--- src/rtl/common.sv ---
// Shared cache-bus types: request/response structs, size/len/burst enums,
// word type, and the burst arbiter state encoding (visible to benches).
package common;

  typedef logic [63:0] word_t;
  typedef logic [31:0] addr_t;
  typedef logic [7:0]  strobe_t;

  typedef enum logic [2:0] {
    MSIZE1 = 3'd0,
    MSIZE2 = 3'd1,
    MSIZE4 = 3'd2,
    MSIZE8 = 3'd3
  } msize_t;

  // Burst length encoded as beats-1, AXI style.
  typedef enum logic [7:0] {
    MLEN1  = 8'd0,
    MLEN2  = 8'd1,
    MLEN4  = 8'd3,
    MLEN8  = 8'd7,
    MLEN16 = 8'd15
  } mlen_t;

  typedef enum logic [1:0] {
    AXI_BURST_FIXED = 2'd0,
    AXI_BURST_INCR  = 2'd1,
    AXI_BURST_WRAP  = 2'd2
  } axi_burst_t;

  typedef struct packed {
    logic       valid;
    logic       is_write;
    msize_t     size;
    addr_t      addr;
    strobe_t    strobe;
    word_t      data;
    mlen_t      len;
    axi_burst_t burst;
  } cbus_req_t;

  typedef struct packed {
    logic  ready;
    logic  last;
    word_t data;
  } cbus_resp_t;

  // Burst arbiter FSM encoding.
  typedef enum logic {
    IDLE = 1'b0,
    BUSY = 1'b1
  } arb_state_t;

endpackage

--- src/rtl/cbus_arb_select.sv ---
// Combinational winner selection for the cache-bus burst arbiter.
// Build option CBUS_ARB_ROUND_ROBIN_EN: search starts at rr_ptr and wraps;
// otherwise the lowest valid index wins and rr_ptr is ignored.
module cbus_arb_select #(
  parameter int NUM_REQ = 2,
  parameter int IDX_W   = 1
) (
  input  logic [NUM_REQ-1:0] valid,
  input  logic [IDX_W-1:0]   rr_ptr,
  output logic [IDX_W-1:0]   winner,
  output logic               any_valid
);

  assign any_valid = |valid;

`ifdef CBUS_ARB_ROUND_ROBIN_EN
  // Scan from the farthest slot back to rr_ptr so the first valid slot at or after rr_ptr wins.
  always_comb begin
    int idx;
    idx    = 0;
    winner = '0;
    for (int k = NUM_REQ - 1; k >= 0; k--) begin
      idx = (int'(rr_ptr) + k) % NUM_REQ;
      if (valid[idx]) begin
        winner = IDX_W'(idx);
      end
    end
  end
`else
  // Fixed priority: scan high to low so the lowest valid index is the last write.
  always_comb begin
    winner = '0;
    for (int k = NUM_REQ - 1; k >= 0; k--) begin
      if (valid[k]) begin
        winner = IDX_W'(k);
      end
    end
  end

  logic unused_rr_ptr;
  assign unused_rr_ptr = ^rr_ptr;
`endif

endmodule

--- src/rtl/cbus_burst_arbiter.sv ---
// Cache-bus burst arbiter: grants one requester for a whole burst, holds the
// grant until oresp.ready && oresp.last, then always spends one IDLE cycle
// before the next grant. Request/response paths are pure muxes on the grant.
// Build option CBUS_ARB_ROUND_ROBIN_EN: round-robin instead of fixed priority.
// NUM_REQ must be at least 2.
module cbus_burst_arbiter
  import common::*;
#(
  parameter int  NUM_REQ = 2,
  localparam int IDX_W   = $clog2(NUM_REQ)
) (
  input  logic             clk,
  input  logic             reset,
  input  cbus_req_t        ireqs  [NUM_REQ],
  output cbus_resp_t       iresps [NUM_REQ],
  output cbus_req_t        oreq,
  input  cbus_resp_t       oresp,
  output logic             busy,
  output logic [IDX_W-1:0] grant_idx
);

  arb_state_t       state_reg;
  logic [IDX_W-1:0] grant_idx_reg;
  logic             busy_reg;
  logic [IDX_W-1:0] rr_ptr_sel;
  logic [NUM_REQ-1:0] req_valid;
  logic [IDX_W-1:0] sel_idx;
  logic             sel_any;

  genvar gi;
  generate
    for (gi = 0; gi < NUM_REQ; gi++) begin : g_valid
      assign req_valid[gi] = ireqs[gi].valid;
    end
  endgenerate

  cbus_arb_select #(
    .NUM_REQ (NUM_REQ),
    .IDX_W   (IDX_W)
  ) u_select (
    .valid     (req_valid),
    .rr_ptr    (rr_ptr_sel),
    .winner    (sel_idx),
    .any_valid (sel_any)
  );

`ifdef CBUS_ARB_ROUND_ROBIN_EN
  logic [IDX_W-1:0] rr_ptr_reg;
  assign rr_ptr_sel = rr_ptr_reg;

  // Advance the round-robin pointer past the requester whose burst just finished.
  always_ff @(posedge clk or negedge reset) begin
    if (!reset) begin
      rr_ptr_reg <= '0;
    end else if (state_reg == BUSY && oresp.ready && oresp.last) begin
      rr_ptr_reg <= (grant_idx_reg == IDX_W'(NUM_REQ - 1)) ? '0 : grant_idx_reg + 1'b1;
    end
  end
`else
  assign rr_ptr_sel = '0;
`endif

  // Arbitration FSM: latch the winner in IDLE, release on the last ready beat.
  always_ff @(posedge clk or negedge reset) begin
    if (!reset) begin
      state_reg     <= IDLE;
      grant_idx_reg <= '0;
      busy_reg      <= 1'b0;
    end else begin
      case (state_reg)
        IDLE: begin
          if (sel_any) begin
            grant_idx_reg <= sel_idx;
            state_reg     <= BUSY;
            busy_reg      <= 1'b1;
          end
        end
        BUSY: begin
          if (oresp.ready && oresp.last) begin
            state_reg <= IDLE;
            busy_reg  <= 1'b0;
          end
        end
        default: begin
          state_reg <= IDLE;
          busy_reg  <= 1'b0;
        end
      endcase
    end
  end

  // Forward the granted request unchanged while a burst is open.
  always_comb begin
    oreq = '0;
    if (state_reg == BUSY) begin
      oreq = ireqs[grant_idx_reg];
    end
  end

  // Route the memory response to the granted requester only.
  generate
    for (gi = 0; gi < NUM_REQ; gi++) begin : g_resp
      assign iresps[gi] = (state_reg == BUSY && grant_idx_reg == IDX_W'(gi)) ? oresp : '0;
    end
  endgenerate

  assign busy      = busy_reg;
  assign grant_idx = grant_idx_reg;

endmodule

--- config.mk ---
export PLATFORM = sky130hd
export DESIGN_NAME = cbus_burst_arbiter
export DESIGN_NICKNAME = d
export VERILOG_FILES = /design/src/rtl/common.sv /design/src/rtl/cbus_arb_select.sv /design/src/rtl/cbus_burst_arbiter.sv
export SDC_FILE = /design/constraint.sdc
export NUM_CORES = 1
export LEC_CHECK = 0
export CORE_AREA = 4 4 213 215
export DETAILED_ROUTE_END_ITERATION = 16
export DIE_AREA = 0 0 217 219
export GPL_ROUTABILITY_DRIVEN = 0
export HOLD_SLACK_MARGIN = 0.15
export SLEW_MARGIN = 20
export SYNTH_ARGS = -nofsm -noshare
export SYNTH_HDL_FRONTEND = slang
export SYNTH_HIERARCHICAL = 1
export SYNTH_SLANG_ARGS = --single-unit
--- constraint.sdc ---
create_clock -name clk -period 1.5 [get_ports clk]
set_input_delay 0.15 -clock clk [delete_from_list [all_inputs] [get_ports clk]]
set_output_delay 0.15 -clock clk [all_outputs]
set_load 0.02 [all_outputs]
==> metrics <==
status finished, violations left; failing checks negative setup slack; RSZ-0062 raised after global routing true; crit-path cells buf_12 -> nor2b_4 -> buf_12 -> bufbuf_16 -> and2_1 -> buf_6; initial antenna violation count 1; critical path fanouts, max 13; Post-Syn Area between 3000 and 4000 sq um; Cells after Synth around 430; Slew HR between 80% and 90%; max_cap viols 0; CP startpoint grant_idx; overall overflow remaining after global route 0; DP HPWL ~23,000 um; Avg WL per Cell between 15 and 20 um; vias per cell 3.46; clock buffer depth 2; Crit path buffers/inverters 4; Clock transition at path regs around 0.03 ns; area of the multi-input gates around 3500 sq um; Num CTS Buffers 3; Placed Cells incl. Taps between 1.5k and 2k; Final setup viols around 250; Worst path most repeated cell buf_12; Area Overhead vs Synth 239%; syn_area_per_cell 7.61 sq um; grt met3 use between 3 and 4%; Yosys Warn Count 6; Die Area between 40,000 and 50,000 sq um; Sink Count 3; final net count ~1.4k; WHS 0.526 ns; vias in the first global route about 5.7k; fmax between 0.5 and 0.6 GHz; Syn Nets approximately 740; flop2flop setup slack around 0.01 ns; die width roughly 220 um; met1 Use GR 10.5%; Post-Route WL between 30,000 and 40,000 um; Leak around 0.005 uW; Setup crit start kind flip-flop; fin crit period between 1.5 and 2 ns; cell family with the largest share of critical-path delay buffers and inverters; chip height 219 um; critical path class reg -> out; Slew @ Worst Pin 0.257 ns; Initial DRT Pass Iterations 4; largest net degree at the start of global routing 49; Worst-Skew Late Latency ~0.23 ns; most used routing layer met2; met2 Track Usage GR about a fifth; drt initial violations ~120; fin. max-slew vios 0; Final WS setup -0.398 ns; Req. time, crit path 1.35 ns; IO Pins 559; drt drc 0; fill cell count roughly 4.8k; CP max stage delay 0.52 ns; first-pass GRT wire length about 36,000 um; Sequential Area slightly above 80 sq um; Fin. Hold Viols 0; Initial Util ~7.5%; Worst Setup End Kind output pin; Hold WC Path Type reg -> reg; CTS tree built; CP arrival between 1.5 and 2 ns; RR Startpoint state_reg; Max VDD drop about 0.00085 V; GRT Total Usage approximately a tenth; CTS HTree Levels 1; Clock Tree Root clkbuf_16; routed vias approximately 5.7k; share of layout cells above drive strength 1 between 50 and 60%; buffers added on ports approximately 560; Tcrit/Tclk final 127%; clock skew 0.00137 ns; Max stage delay cell, worst path dfrtp_4; core area 43,700 sq um; Site Rows 77; Cell Pwr Density roughly 1800 nW/um^2; final non-filler cell total ~1.7k; Worst Hold Launch busy; Final ANT Viol Nets 0
[final timing paths]
check                                   end  depth (start not counted)
worst max-delay path            iresps[100]                          6
min in group asynchronous         state_reg                          2
worst min register to register         busy                          1
max in group asynchronous         grant_idx                          2
worst max register to register    grant_idx                          5
worst min-delay path                   busy                          1
[what timing repair did]
action | CTS | global route
pin swaps | 0 | 17
setup buffers | 2 | 41
hold endpoints to repair | 3 | 0
cloned | 3 | 17
setup endpoints to repair | 252 | 248
resized for setup | 553 | 646
hold buffers | 1 | 0
[per-stage QoR]
| stage | cell area, sq um | worst slack [ns] | power, uW | utilization [%] | TNS (ns) |
|---|---|---|---|---|---|
| after floorplan | 3480 | 0.0826 | 8780 | - | 0 |
| after global placement | 10000 | -0.471 | 16300 | 22.9 | -81.34 |
| after detailed placement | 10000 | -0.489 | 16400 | 22.9 | -83.83 |
| after CTS | 9860 | -0.443 | 16300 | 22.5 | -75.98 |
| after global routing | 11100 | -0.460 | 21500 | 25.4 | -70.61 |
| final | 11100 | -0.398 | 20500 | 25.4 | -57.63 |
[cells in the final DEF, fill, tap and decap left out, types with 2 or more instances in the layout]
| cell type | instances |
|---|---|
| buf_2 | 57 |
| clkbuf_2 | 16 |
| buf_12 | 28 |
| mux2i_4 | 5 |
| mux2i_2 | 30 |
| dlymetal6s2s_1 | 2 |
| buf_6 | 101 |
| nor2b_1 | 40 |
| and3_1 | 36 |
| buf_8 | 9 |
| mux2i_1 | 84 |
| buf_4 | 120 |
| diode_2 | 2 |
| clkdlybuf4s15_2 | 2 |
| and2_4 | 27 |
| and2_1 | 39 |
| dfrtp_4 | 2 |
| buf_16 | 4 |
| and3_4 | 30 |
| clkdlybuf4s50_1 | 306 |
| clkbuf_16 | 15 |
| dlygate4sd2_1 | 11 |
| nor2b_4 | 7 |
| nor2b_2 | 75 |
[layout make-up]
type / count / share of cell area, %
repair buffers: 670 / 60.8
multi-input cells: 379 / 31.1
well taps: 592 / 6.66
flip-flops and latches: 3 / 0.742
clock buffers: 4 / 0.709
diodes: 2 / 0.0450
[power by group]
part	internal [uW]	switching (uW)
clock	351	76.2
sequential	139	102
combinational	10500	9300
total	11000	9480
[layer usage]
| layer | part of all wire (%) | vias to the layer above |
|---|---|---|
| li1 | - | 2710 |
| met1 | 36 | 2601 |
| met2 | 53 | 362 |
| met3 | 8.8 | 30 |
| met4 | 1.6 | 0 |
| met5 | 0 | - |
Power figures use the tool's default switching activity.
